--- src/rtl/axis_sync_fifo.sv ---
// Single-clock AXI-Stream FIFO holding up to DEPTH beats, re-emitted in order.
// Latency: a beat accepted at edge N is presented on the master side after edge N (no bypass).
// Backpressure: s_axis_tready drops while full (no write-through); master side holds while m_axis_tready=0.
//
// Ports:
//   aclk, aresetn          clock (rising edge) and asynchronous active-low reset
//   s_axis_tdata/tvalid/tready   write-side AXI-Stream slave port
//   m_axis_tdata/tvalid/tready   read-side AXI-Stream master port
//   count                  current occupancy, 0..DEPTH
//   almost_full            registered flag, high while count >= ALMOST_FULL_LVL
module axis_sync_fifo #(
   parameter int TDATA_BYTES     = 1,
   parameter int DEPTH           = 8,
   parameter int ALMOST_FULL_LVL = DEPTH - 2
) (
   input  logic                         aclk,
   input  logic                         aresetn,

   input  logic [TDATA_BYTES*8-1:0]     s_axis_tdata,
   input  logic                         s_axis_tvalid,
   output logic                         s_axis_tready,

   output logic [TDATA_BYTES*8-1:0]     m_axis_tdata,
   output logic                         m_axis_tvalid,
   input  logic                         m_axis_tready,

   output logic [$clog2(DEPTH+1)-1:0]   count,
   output logic                         almost_full
);

   localparam int DW    = TDATA_BYTES * 8;
   localparam int PTR_W = $clog2(DEPTH);
   localparam int CNT_W = $clog2(DEPTH + 1);

   localparam logic [CNT_W-1:0] CNT_FULL = CNT_W'(DEPTH);
   localparam logic [CNT_W-1:0] CNT_AF   = CNT_W'(ALMOST_FULL_LVL);
   localparam logic [CNT_W-1:0] CNT_ONE  = CNT_W'(1);
   localparam logic [PTR_W-1:0] PTR_ONE  = PTR_W'(1);

   // Storage is deliberately not reset; only pointers and flags are.
   logic [DW-1:0]    mem [DEPTH];

   logic [PTR_W-1:0] wr_ptr;
   logic [PTR_W-1:0] rd_ptr;
   logic [CNT_W-1:0] count_q;
   logic [CNT_W-1:0] count_nxt;
   logic             tready_q;
   logic             tvalid_q;
   logic             af_q;

   logic             wr_en;
   logic             rd_en;

   // Handshakes use only the registered ready/valid, so neither side's
   // input can combinationally affect the other side's outputs.
   assign wr_en = s_axis_tvalid & tready_q;
   assign rd_en = m_axis_tready & tvalid_q;

   // Occupancy bookkeeping; a simultaneous push and pop cancel out.
   always_comb begin
      count_nxt = count_q;
      case ({wr_en, rd_en})
         2'b10:   count_nxt = count_q + CNT_ONE;
         2'b01:   count_nxt = count_q - CNT_ONE;
         default: count_nxt = count_q;
      endcase
   end

   // Control state. The flags are registered copies of conditions on the
   // next-state count, so they line up with count on every edge. tready_q
   // stays low throughout reset and rises on the first edge after release.
   always_ff @(posedge aclk or negedge aresetn) begin
      if (!aresetn) begin
         wr_ptr   <= '0;
         rd_ptr   <= '0;
         count_q  <= '0;
         tready_q <= 1'b0;
         tvalid_q <= 1'b0;
         af_q     <= 1'b0;
      end else begin
         if (wr_en) begin
            wr_ptr <= wr_ptr + PTR_ONE;
         end
         if (rd_en) begin
            rd_ptr <= rd_ptr + PTR_ONE;
         end
         count_q  <= count_nxt;
         // Full blocks writes for the whole cycle even if a pop happens,
         // so ready only returns on the edge after that pop.
         tready_q <= (count_nxt != CNT_FULL);
         tvalid_q <= (count_nxt != '0);
         af_q     <= (count_nxt >= CNT_AF);
      end
   end

   // Writes only land on slot wr_ptr; while count < DEPTH that slot is never
   // rd_ptr of a valid entry, so the presented beat stays stable under stall.
   always_ff @(posedge aclk) begin
      if (wr_en) begin
         mem[wr_ptr] <= s_axis_tdata;
      end
   end

   assign s_axis_tready = tready_q;
   assign m_axis_tvalid = tvalid_q;
   assign m_axis_tdata  = mem[rd_ptr];
   assign count         = count_q;
   assign almost_full   = af_q;

endmodule

--- config.mk ---
export PLATFORM = sky130hd
export DESIGN_NAME = axis_sync_fifo
export DESIGN_NICKNAME = d
export VERILOG_FILES = /design/src/rtl/axis_sync_fifo.sv
export SDC_FILE = /design/constraint.sdc
export NUM_CORES = 1
export LEC_CHECK = 0
export ABC_AREA = 1
export ABC_CLOCK_PERIOD_IN_PS = 1690
export BUFFER_PORTS_ARGS = -buffer_cell sky130_fd_sc_hd__buf_4
export CAP_MARGIN = 10
export CORE_ASPECT_RATIO = 0.5
export CORE_MARGIN = 2
export CORE_UTILIZATION = 25
export CTS_BUF_LIST = sky130_fd_sc_hd__clkbuf_2 sky130_fd_sc_hd__clkbuf_4 sky130_fd_sc_hd__clkbuf_8
export CTS_CLUSTER_SIZE = 10
export DETAILED_ROUTE_END_ITERATION = 16
export PLACE_DENSITY = 0.5
export SETUP_SLACK_MARGIN = 0.4
export SYNTH_ARGS = -nofsm -noshare
export SYNTH_HDL_FRONTEND = slang
export SYNTH_SLANG_ARGS = --single-unit
--- constraint.sdc ---
create_clock -name aclk -period 1.69 [get_ports aclk]
set_input_delay 0.0845 -clock aclk [delete_from_list [all_inputs] [get_ports aclk]]
set_output_delay 0.0845 -clock aclk [all_outputs]
set_load 0.01 [all_outputs]
# After elaboration in Yosys (flattened, before gate mapping)
# Memory sizes are Yosys's and may differ from the RTL's.
# Cells that the tools add are included.
[word_totals]
wordCells = 21
ram_bits = 64
regBits = 13
memories = 1
out_inout_bits = 15
[classes]
n_reduce_logical = 1
eq_ne = 3
n_addsub = 4
order_cmp = 1
n_bitwise = 2
n_mux = 3
[memory_table]
columns = ["memory", "depth", "width", "read_ports", "rd_clocked_by_memory_dff", "wr", "line_no", "text"]
rows = [
  ["mem", 8, 8, 1, 0, 1, "41", "logic [DW-1:0] mem [DEPTH];"],
]
[ops]
columns = ["cell", "count"]
rows = [
  ["one-hot mux 4 bit (2 select lines)", 1],
  ["adder 3 x 1 -> 3 bit, second input constant", 2],
  ["adder 4 x 1 -> 4 bit, second input constant", 1],
  ["greater-or-equal comparator 4 x 3 -> 1 bit, second input constant", 1],
  ["inequality test 4 bit, second input constant", 1],
  ["nonzero test 4 bit", 1],
  ["subtractor 4 x 1 -> 4 bit, second input constant", 1],
  ["AND 1 bit", 2],
  ["== test 2 x 1 -> 1 bit, second input constant", 1],
  ["== test 2 bit, second input constant", 1],
  ["two-way mux 1 bit", 2],
]

# Logic depth before layout (Yosys ltp)
# Gate-level depths: netlist of run 1.
[logic_depth]
depth_word = 4
mapped_depth = 15

# Worst setup path after synthesis of run 1
# OpenSTA, ideal clock, no wires.
[synth_timing]
path_kind = "reg2reg"
start = "register tvalid_q (netlist: m_axis_tvalid)"
end = "register tvalid_q (netlist: m_axis_tvalid)"
setup_ns = 0.128
synth_period_minus_slack_ns = 1.775
slack_ns = -0.085
path_stages_with_launch = 12
t_arrival_ns = 1.648
path_buffers = 0
cell_sequence = "dfrtp_1 -> nand2_1 -> inv_1 -> ha_1 -> nand2_1 -> inv_1 -> nor2_1 -> ha_1 -> o21ai_1 -> nand2_1 -> nor2_2 -> nand3_1"
[synth_via]
elab_chain_len = 4
word_cells_on_any_way = 5
cone_classes = "2 x eq/ne; 1 x mux; 1 x bitwise; 1 x reduce/logical"
[synth_lines]
columns = ["element", "line_no", "text"]
rows = [
  ["from (decl)", "48", "logic tvalid_q;"],
  ["from (signal assigned)", "91", "tvalid_q <= (count_nxt != '0);"],
  ["AND 1 bit *", "57", "assign rd_en = m_axis_tready & tvalid_q;"],
  ["== test 2 x 1 -> 1 bit or == test 2 bit (tied branches)", "62", "case ({wr_en, rd_en})"],
  ["one-hot mux 4 bit (2 select lines) *", "62", ""],
  ["nonzero test 4 bit *", "91", ""],
]
# Every way passes the cells marked *; elsewhere a longest branch is shown, timed or not.
# A chain may end at the register's enable or synchronous reset.

# Worst setup path after layout of run 1
[layout_timing]
start = "register tvalid_q (netlist: m_axis_tvalid)"
end = "register tready_q (netlist: s_axis_tready)"
[layout_via]
elab_chain_len = 4
word_cells_on_any_way = 5
cone_classes = "3 x eq/ne; 1 x mux; 1 x bitwise"
[layout_lines]
columns = ["element", "line_no", "text"]
rows = [
  ["AND 1 bit *", "57", ""],
  ["== test 2 x 1 -> 1 bit or == test 2 bit (tied branches)", "62", ""],
  ["one-hot mux 4 bit (2 select lines) *", "62", ""],
  ["net count_nxt[2]", "46", "logic [CNT_W-1:0] count_nxt;"],
  ["inequality test 4 bit *", "90", "tready_q <= (count_nxt != CNT_FULL);"],
  ["to (signal assigned)", "90", ""],
  ["to (decl)", "47", "logic tready_q;"],
]
# The timed path passes the listed nets; every way through them passes the cells marked *.

==> results of run 1 <==
## repair_timing
item	CTS	global route
resized for setup	60	34
setup endpoints to repair	79	81
pin swaps	26	11
hold buffers	9	0
endpoints found under the hold margin	77	0
setup buffers	29	5
## registers in the layout, indices dropped and copies added (netlist names)
| name | count |
|---|---|
| m_axis_tvalid | 1 |
| almost_full | 1 |
| count | 4 |
| mem | 64 |
| s_axis_tready | 1 |
| rd_ptr | 3 |
| wr_ptr | 3 |
## cell type report
class / count / area [um^2] / share of cell area (%)
Clock buffer: 9 / 124 / 2.63
Sequential cell: 77 / 2250 / 47.8
Timing Repair Buffer: 81 / 866 / 18.4
Inverter: 15 / 76.3 / 1.62
Tap cell: 170 / 213 / 4.52
Multi-Input combinational cell: 159 / 1100 / 23.3
Clock inverter: 7 / 80.1 / 1.70
## per-layer routing
layer	track usage (%)	vias up	wire (um)
li1	-	1080	-
met1	14.0	1074	3360
met2	19.4	30	3760
met3	3.33	11	216
met4	3.99	0	116
met5	0	-	0
## cells by family (layout without fill, tap and decap cells)
| family | count (synthesis) | after routing | share of synthesized area (%) |
|---|---|---|---|
| multiplexers | 16 | 16 | 5.00 |
| adder cells (fa/ha/maj) | 5 | 5 | 1.95 |
| buffers and inverters | 24 | 112 | 3.32 |
| flip-flops | 77 | 77 | 70.1 |
| AND/OR/NAND/NOR | 98 | 98 | 12.1 |
| XOR/XNOR | 5 | 5 | 1.37 |
| AO/OA/AOI/OAI | 35 | 35 | 6.09 |
## critical path: cells and delay by family (launching register included)
family,cells,cell delay (ns)
adder cells (fa/ha/maj),2,0.32
AND/OR/NAND/NOR,9,0.79
flip-flops,1,0.40
buffers and inverters,3,0.13
## placed cells by master (no fill, tap or decap), drive strengths merged
cell type / instances
buf: 72
xnor2: 1
edfxtp: 64
bufinv: 1
nor2: 27
or2: 3
dfrtp: 13
clkinv: 4
clkbuf: 9
o22ai: 16
mux2i: 16
ha: 5
nand3: 9
xor2: 4
dlygate4sd3: 9
o21ai: 19
clkinvlp: 1
nand2: 59
inv: 16
## power groups by stage
stage	Sequential [mW]	Combinational [mW]	Clock [mW]
final	2.72	4.01	1.43
after detailed placement	2.70	2.95	0
after global routing	2.77	4.39	1.55
after floorplan	2.68	1.83	0
after global placement	2.69	2.91	0
after CTS	2.71	3.67	1.46
## metrics by stage
step | hold WS (ns) | setup slack, ns | util, %
3_5_place_dp | -0.0553 | -0.0853 | 30.0
6_report | 0.116 | -0.0605 | 37.4
5_1_grt | 0.125 | -0.155 | 37.4
4_1_cts | 0.101 | 0.0170 | 36.2
3_3_place_gp | -0.0564 | -0.0181 | 30.0
2_1_floorplan | -0.211 | 0.00157 | -
## worst paths after layout
path / start / to / slack [ns] / depth (start not counted)
worst max-delay path: m_axis_tvalid / s_axis_tready / -0.06 / 14
worst min-delay path: aresetn / count[1] / 0.12 / 2
worst max register to register: m_axis_tvalid / s_axis_tready / -0.06 / 14
worst min register to register: wr_ptr[2] / wr_ptr[2] / 0.61 / 2
max in group asynchronous: aresetn / rd_ptr[0] / 1.39 / 2
min in group aclk: m_axis_tready / rd_ptr[1] / 0.36 / 8
==> impl_results.md, run 1 <==
* Max-slew violation count at 0
* I/O pins at 27
* Slew @ Worst Pin at roughly 0.4 ns
* Placed instance area at between 3000 and 4000 um^2
* Die Ht at around 84 um
* Seq/Total Area, Yosys at around 70%
* Clk sinks at 77
* Mapped Cells at 260
* Fin area at approximately 4700 um^2
* DP Cell Count at 459
* Gpl congestion at approximately 0.71
* Int Pwr at around 5.1 mW
* Post-synth top cells: edfxtp_1, nand2_1, nor2_1
* Drc violations at 0
* Vias at between 2k and 2.5k
* Post-synth EDFFs at 64
* DR WL/cell at 14.4 um
* ANT nets after route at 0
* Clock Latency Late Sink at ~0.35 ns
* Overall power at between 8 and 9 mW
* Worst-path fanout max at 3
* Post-synth top area cell: edfxtp_1
* Wire length of the first global-routing pass at ~12 mm
* Final number of setup-violating endpoints at 4
* Number of global-route vias before repair at between 2k and 2.5k
* P_sw at around 3.1 mW
* CTS clk-pin slew, worst paths at about 0.090 ns
* Critical Path Sink Type: flip-flop
* Total Wirelength at roughly 7.5 mm
* Initial antenna violation count at 0
* Critical path class: reg -> reg
* Fin cells at approximately 520
* HPWL after DPL at ~4.4 mm
* Largest net degree at the start of global routing at 35
* Post-route clock period utilization at 104%
* Critical Path RT at just under 2 ns
* Clock Tree Buf Depth at 2
* Sequential power share at about a third
* Antenna cell count at 0
* H-Tree Depth at 3
* Vias per Instance at about 4.2
* Status: finished with violations
* CTS root buffer: clkbuf_8
* Total GRT Usage at 11.5%
* Crit path top cell by count: nand2_2
* Std cell rows at 29
* Switching share of power at a little under two fifths
* RSZ-0062 raised after global routing: true
* Fill cells at around 1.2k
* Hold Fails Final Rpt at 0
* Power share of the clock group at 17.5%
* Skew final at approximately 0.011 ns
* Most common cell in the synthesized netlist: edfxtp_1
* CTS tree: built
* Mean Syn Cell Area at roughly 12 um^2
* Cell variety after synth at 21
* Fmax at 0.571 GHz
* Mapped cell area at about 3200 um^2
* Setup ws final at -0.0605 ns
* Comb pwr share at between 40% and 50%
* Power per cell area at around 1700 nW/um^2
* Grt ovf at 0
* Die Wd at ~160 um
* Number of CTS-inserted buffers at 9
* Seq cells post-synth at 77
* Ys flop type: edfxtp_1
* Starting DRT DRC Count at 62
* Worst-path cell chain: nand2_2, inv_4, ha_4, nand2_2, inv_2, nor2_4, ha_4, inv_2, nand2_2, nand2_2, nand3_2, nand2_4, nor2_4, nand3_1
* Post-synthesis async set-or-reset flop share at 16.9%
* Post-layout min period at between 1.5 and 2 ns
* Hold WC Path Type: in -> async
* Syn. warnings at 0
* Die area at 13800 um^2
* Layout cells sized above 1 at slightly above 40%
* Net count after synthesis at 277
* Core area at ~13000 um^2
* Worst rel slew slack at about 73%
* Initial core utilization at 25.4%
* CP max-delay cell: dfrtp_1
* VDD IR max at 512 uV
* Critical path startpoint category: flip-flop
* Failing checks: setup timing
* Final nets at 360
* Area Overhead vs Synth at 46.8%
* Main area contributors after synthesis: edfxtp_1, dfrtp_1, nand2_1
* Number of port buffers at 26
* Largest stage delay on the critical path at around 0.40 ns
* Max-cap violations at 0
* Top-area cell type share of the netlist area at between 50% and 60%
* Initial DRT Pass Iterations at 4
* Setup TNS Final at -0.128 ns
* Pleak at around 1.8 nW
* Critical Path AT at 1.99 ns
(Power assumes the default switching activity.)
==> run 2: changes to the inputs <==
- ABC_AREA: 1 -> default
- CORE_UTILIZATION: 25 -> 55
- PLACE_DENSITY: 0.5 -> 0.86
==> run 2 against run 1 <==
The flow still finishes with violations (setup timing). Clock-buffer cell count up 1. Synthesized cell count shrank 36%. Critical path depth shrank 6. Worst hold slack gained 0.0078 ns. Worst setup slack worse by 0.42 ns. Combinational power rose by 12%. Design area decreased by 3.6%. Global-route usage is 14 points higher.
==> impl_results.md, run 2 <==
* Area of the multi-input gates at 1110 um^2 (was 1100 um^2)
* Status: finished with violations (unchanged)
* Critical Path RT at 1.91 ns (was 1.93 ns)
* Worst-path fanout max at 2 (was 3)
* Mean Syn Cell Area at 19.4 um^2 (was 12.3 um^2)
* Initial core utilization at 57.9% (was 25.4%)
* Vias at 1938 (was 2195)
* Post-layout min period at 2.17 ns (was 1.75 ns)
* Main area contributors after synthesis: edfxtp_1, mux4_1, dfrtp_1 (was edfxtp_1, dfrtp_1, nand2_1)
* Max-cap violations at 0 (unchanged)
* Antenna cell count at 0 (unchanged)
* Max reg flops at 64 (unchanged)
* Most frequent cells in the layout: edfxtp_1, buf_4, buf_6 (was edfxtp_1, nand2_1, buf_6)
* VDD IR max at 1570 uV (was 512 uV)
* Syn. warnings at 0 (unchanged)
* Skew final at 0.0103 ns (was 0.0113 ns)
* Clk sinks at 77 (unchanged)
* Seq/Total Area, Yosys at 69.8% (was 70.1%)
* Area Overhead vs Synth at 40.8% (was 46.8%)
* Fin cells at 331 (was 518)
* Cell variety after synth at 33 (was 21)
* Grt ovf at 0 (unchanged)
* Post-synth EDFFs at 64 (unchanged)
* Post-synth top cells: edfxtp_1, mux4_1, dfrtp_1 (was edfxtp_1, nand2_1, nor2_1)
* Post-route clock period utilization at 129% (was 104%)
* Commonest non-fill, non-tap cell in the layout: edfxtp_1 (unchanged)
* Vias per Instance at 5.85 (was 4.24)
* Clock Tree Buf Depth at 2 (unchanged)
* Drc violations at 0 (unchanged)
* Failing checks: setup timing (unchanged)
* Initial antenna violation count at 0 (unchanged)
* Max-slew violation count at 0 (unchanged)
* Initial DRT Pass Iterations at 5 (was 4)
* Fill cells at 251 (was 1175)
* Clock Latency Late Sink at 0.35 ns (about the same)
* Critical path startpoint category: flip-flop (unchanged)
* Die Wd at 112 um (was 164 um)
* Register area at 2250 um^2 (about the same)
* Net count after synthesis at 183 (was 277)
* Layout cells sized above 1 at 58.5% (was 40.5%)
* Top-area cell type share of the netlist area at 59.7% (was 60.0%)
* Die Ht at 58.1 um (was 84.1 um)
* Overall power at 8.80 mW (was 8.16 mW)
* Setup ws final at -0.484 ns (was -0.0605 ns)
* I/O pins at 27 (unchanged)
* Post-synthesis async set-or-reset flop share at 16.9% (unchanged)
* Number of global-route vias before repair at 1985 (was 2297)
* Fmax at 0.460 GHz (was 0.571 GHz)
* Starting DRT DRC Count at 151 (was 62)
* Core area at 5560 um^2 (was 12600 um^2)
* H-Tree Depth at 3 (unchanged)
* ANT nets after route at 0 (unchanged)
* Hold_ws at 0.123 ns (was 0.116 ns)
* Post-synth top area cell: edfxtp_1 (unchanged)
* Mapped cell area at 3220 um^2 (was 3200 um^2)
* DR WL/cell at 24.1 um (was 14.4 um)
* Final number of setup-violating endpoints at 14 (was 4)
* Worst rel slew slack at 77.3% (was 73.4%)
* Reg2reg setup slack at -0.48 ns (was -0.06 ns)
* Most common cell in the synthesized netlist: edfxtp_1 (unchanged)
* HPWL after DPL at 3.76 mm (was 4.41 mm)
* DP Cell Count at 277 (was 459)
* Seq cells post-synth at 77 (unchanged)
* R2R cell count at 8 (was 14)
* Gpl congestion at 0.820 (was 0.712)
* RSZ-0062 raised after global routing: true (unchanged)
* Final nets at 270 (was 360)
* CTS clk-pin slew, worst paths at 0.08 ns (was 0.09 ns)
* CTS tree: built (unchanged)
* Critical Path Sink Type: flip-flop (unchanged)
* Number of port buffers at 26 (unchanged)
* Critical Path AT at 2.39 ns (was 1.99 ns)
* Pleak at 1.68 nW (was 1.80 nW)
* Total Wirelength at 7.99 mm (was 7.45 mm)
* Std cell rows at 19 (was 29)
* Hold WC Path Type: in -> async (unchanged)
* Ys flop type: edfxtp_1 (unchanged)
* Critical path class: reg -> reg (unchanged)
* Mapped Cells at 166 (was 260)
* Power per cell area at 1940 nW/um^2 (was 1730 nW/um^2)
* CTS root buffer: clkbuf_8 (unchanged)
* Largest net degree at the start of global routing at 19 (was 35)
* Number of CTS-inserted buffers at 9 (unchanged)
* Slew @ Worst Pin at 0.340 ns (was 0.397 ns)
* Hold Fails Final Rpt at 0 (unchanged)
* Crit Reg-Reg Startpoint: s_axis_tready (was m_axis_tvalid)
* Die area at 6520 um^2 (was 13800 um^2)
* Wire length of the first global-routing pass at 11.6 mm (was 11.7 mm)
* Reg-to-reg critical path endpoint: m_axis_tvalid (was s_axis_tready)
* Biggest register: mem (unchanged)
* Finished Core Util at 81.5% (was 37.4%)
* Total GRT Usage at 25.0% (was 11.5%)
-- run 2: cell types whose count changed after synthesis, sizes merged, moves of 3 or more --
cell	delta
inv	-12
mux2	+11
mux2i	-16
mux4	+16
nand2	-51
nand2b	+3
nand3	-6
nor2	-20
nor3	+3
o21ai	-18
o22ai	-16
xnor2	+4
-- run 2: worst max-delay path by stage --
stage | startpoint | end | slack [ns] | depth (start not counted)
final | s_axis_tready | m_axis_tvalid | -0.48 | 8
after global routing | m_axis_tvalid | m_axis_tvalid | -0.53 | 9
after CTS | m_axis_tvalid | m_axis_tvalid | -0.47 | 9
after detailed placement | m_axis_tvalid | m_axis_tvalid | -0.47 | 9
after global placement | m_axis_tvalid | m_axis_tvalid | -0.36 | 9
after floorplan | m_axis_tvalid | m_axis_tvalid | -0.42 | 9
-- run 2: cell type report --
type / count / share of cell area (%)
timing repair buffer: 83 / 18.8
clock buffer: 10 / 2.90
clock inverter: 6 / 1.90
tap: 73 / 2.01
multi-input combinational: 80 / 24.6
sequential: 77 / 49.7
inverter: 2 / 0.166
-- run 2: cell families after synthesis --
kind of cell    Yosys count  share of synthesized area, %
simple gates             31                          5.21
compound gates            9                          2.10
xor+xnor                  8                          2.18
fa+ha+maj                 5                          1.94
flops                    77                          69.8
mux                      27                          16.9
buf+inv                   9                          1.87
-- run 2: layer usage --
layer / vias up / wire (um) / GRT usage (%)
li1: 825 / - / -
met1: 991 / 3240 / 33.6
met2: 101 / 3910 / 40.4
met3: 21 / 661 / 6.38
met4: 0 / 172 / 9.76
met5: - / 0 / 0
-- run 2: power breakdown --
| group | internal, mW | switching (mW) |
|---|---|---|
| registers | 2.49 | 0.306 |
| logic | 2.59 | 1.89 |
| clock network | 0.848 | 0.678 |
| total | 5.93 | 2.87 |
-- run 2: metrics by stage --
| step | cell area, um^2 | setup TNS (ns) | setup WS, ns |
|---|---|---|---|
| 2_1_floorplan | 3310 | -0.982 | -0.418 |
| 3_3_place_gp | 3730 | -0.853 | -0.360 |
| 3_5_place_dp | 3730 | -1.30 | -0.472 |
| 4_1_cts | 4400 | -3.63 | -0.465 |
| 5_1_grt | 4530 | -5.02 | -0.529 |
| 6_report | 4530 | -4.27 | -0.484 |
-- run 2: worst max-delay path, stage by stage, from the launching register on --
cell      delay [ns]
dfrtp_1         0.40
nand2_2         0.11
ha_4            0.18
xor2_4          0.18
ha_4            0.23
or3b_1          0.35
o31a_1          0.14
nor4b_2         0.32
o211ai_1        0.14
-- run 2: timing repair --
action                     in CTS  in global routing
setup buffers                  20                  8
cloned                          1                  0
resized for setup              45                 14
pin swaps                      14                 12
hold endpoints to repair       77                  0
setup endpoints to repair      79                 77
hold buffers                    9                  0
==> run 3: changes to the inputs <==
- CORE_UTILIZATION: 55 -> 35
- PLACE_DENSITY: 0.86 -> 0.62
==> run 3 against run 2 <==
The run still ends with setup timing left. Clock-buffer cell count unchanged. Largest cell class unchanged. Utilization shrank 30 points. Critical path type unchanged. Register-to-register slack better by 0.08 ns. Design area up 0.80%. Critical endpoint unchanged. Worst hold slack got worse by 0.027 ns. Highest routed layer unchanged. Die area increased by 54%. Largest power group unchanged.
==> impl_results.md, run 3 (synthesis results as in run 2) <==
* Most frequent cells in the layout: edfxtp_1, buf_4, buf_6 (unchanged)
* Finished Core Util at 51.8% (was 81.5%)
* Number of global-route vias before repair at 1920 (was 1985)
* Layout cells sized above 1 at 56.1% (was 58.5%)
* Max reg flops at 64 (unchanged)
* Final nets at 267 (was 270)
* Final number of setup-violating endpoints at 13 (was 14)
* Commonest non-fill, non-tap cell in the layout: edfxtp_1 (unchanged)
* Die Ht at 71.8 um (was 58.1 um)
* Drc violations at 0 (unchanged)
* Critical Path RT at 1.92 ns (was 1.91 ns)
* Overall power at 8.43 mW (was 8.80 mW)
* Post-layout min period at 2.09 ns (was 2.17 ns)
* Number of CTS-inserted buffers at 9 (unchanged)
* DP Cell Count at 322 (was 277)
* Max-cap violations at 0 (unchanged)
* Clock Tree Buf Depth at 2 (unchanged)
* Placed instance area at 3780 um^2 (was 3730 um^2)
* CTS tree: built (unchanged)
* Critical Path Sink Type: flip-flop (unchanged)
* Reg-to-reg critical path endpoint: m_axis_tvalid (unchanged)
* Die area at 10000 um^2 (was 6520 um^2)
* Die Wd at 140 um (was 112 um)
* Setup ws final at -0.401 ns (was -0.484 ns)
* DR WL/cell at 17.7 um (was 24.1 um)
* Wire length of the first global-routing pass at 10.4 mm (was 11.6 mm)
* Core area at 8830 um^2 (was 5560 um^2)
* H-Tree Depth at 3 (unchanged)
* Worst-path fanout max at 2 (unchanged)
* Setup TNS Final at -3.54 ns (was -4.27 ns)
* Starting DRT DRC Count at 103 (was 151)
* Vias at 1810 (was 1938)
* CTS clk-pin slew, worst paths at 0.08 ns (about the same)
* ANT nets after route at 0 (unchanged)
* Initial antenna violation count at 0 (unchanged)
* Total Wirelength at 6.58 mm (was 7.99 mm)
* Initial DRT Pass Iterations at 4 (was 5)
* Fill cells at 716 (was 251)
* Critical path class: reg -> reg (unchanged)
* CTS root buffer: clkbuf_8 (unchanged)
* Total GRT Usage at 14.3% (was 25.0%)
* RSZ-0062 raised after global routing: true (unchanged)
* Max-slew violation count at 0 (unchanged)
* Slew @ Worst Pin at 0.343 ns (was 0.340 ns)
* Status: finished with violations (unchanged)
* HPWL after DPL at 3.92 mm (was 3.76 mm)
* Fmax at 0.478 GHz (was 0.460 GHz)
* Number of port buffers at 26 (unchanged)
* Clk sinks at 77 (unchanged)
* Failing checks: setup timing (unchanged)
* Reg2reg setup slack at -0.40 ns (was -0.48 ns)
* Gpl congestion at 0.866 (was 0.820)
* Vias per Instance at 4.87 (was 5.85)
* VDD IR max at 640 uV (was 1570 uV)
* Biggest register: mem (unchanged)
* Area Overhead vs Synth at 42.0% (was 40.8%)
* Hold_ws at 0.0965 ns (was 0.123 ns)
* Critical Path AT at 2.32 ns (was 2.39 ns)
* Clock Latency Late Sink at 0.36 ns (was 0.35 ns)
* Setup crit end: m_axis_tvalid (unchanged)
* Worst rel slew slack at 77.1% (was 77.3%)
* Std cell rows at 24 (was 19)
* Critical path startpoint category: flip-flop (unchanged)
* Largest net degree at the start of global routing at 17 (was 19)
* R2R cell count at 9 (was 8)
* Critical Path Start: m_axis_tvalid (was s_axis_tready)
* Post-route clock period utilization at 124% (was 129%)
* Hold Fails Final Rpt at 0 (unchanged)
* Pleak at 1.68 nW (about the same)
* Antenna cell count at 0 (unchanged)
* Grt ovf at 0 (unchanged)
* I/O pins at 27 (unchanged)
* Pre-CTS setup slack at -0.432 ns (was -0.472 ns)
* Skew final at 0.00518 ns (was 0.0103 ns)
* Fin cells at 372 (was 331)
* Hold WC Path Type: in -> async (unchanged)
* Crit Reg-Reg Startpoint: m_axis_tvalid (was s_axis_tready)
* Fin area at 4570 um^2 (was 4530 um^2)
* Power per cell area at 1840 nW/um^2 (was 1940 nW/um^2)
* Initial core utilization at 36.5% (was 57.9%)
-- run 3: critical path, stage by stage, from the launching register on --
cell and delay (ns):
dfrtp_1 0.39, nand2_2 0.07, inv_2 0.05, ha_4 0.16, xor2_2 0.19, ha_4 0.22, or3b_1 0.35, o31a_1 0.15
nor4b_4 0.26, o211ai_1 0.12
-- run 3: worst min path at each step --
stage | startpoint | endpoint | depth (start not counted)
global route | aresetn | rd_ptr[2] | 2
floorplan | aresetn | almost_full | 0
detailed placement | aresetn | rd_ptr[1] | 1
finish | aresetn | count[3] | 2
global placement | aresetn | rd_ptr[1] | 1
CTS | aresetn | rd_ptr[2] | 2
-- run 3: layer usage --
layer	vias up	global-route usage, %	routed length [um]
li1	828	-	-
met5	-	0	0
met3	8	6.08	294
met4	0	4.67	61
met1	944	17.3	2910
met2	30	23.8	3310
-- run 3: report_power, final --
group	leakage [nW]	internal, mW	switching (mW)
clock network	0.111	0.861	0.704
logic	0.839	2.43	1.68
registers	0.726	2.48	0.276
total	1.68	5.77	2.66
-- run 3: layout make-up --
| cell class | instances | area [um^2] | share of cell area (%) |
|---|---|---|---|
| Inverter | 2 | 7.51 | 0.164 |
| Clock buffer | 10 | 131 | 2.87 |
| Multi-Input combinational cell | 80 | 1110 | 24.2 |
| Sequential cell | 77 | 2250 | 49.2 |
| Timing Repair Buffer | 80 | 833 | 18.2 |
| Tap cell | 117 | 146 | 3.20 |
| Clock inverter | 6 | 93.8 | 2.05 |
-- run 3: repair_timing --
item / in CTS / in global routing
buffers inserted: 17 / 7
pin swaps: 16 / 7
cloned: 1 / 0
setup endpoints to repair: 79 / 80
resized for setup: 36 / 17
endpoints found under the hold margin: 77 / 0
hold buffers: 9 / 0
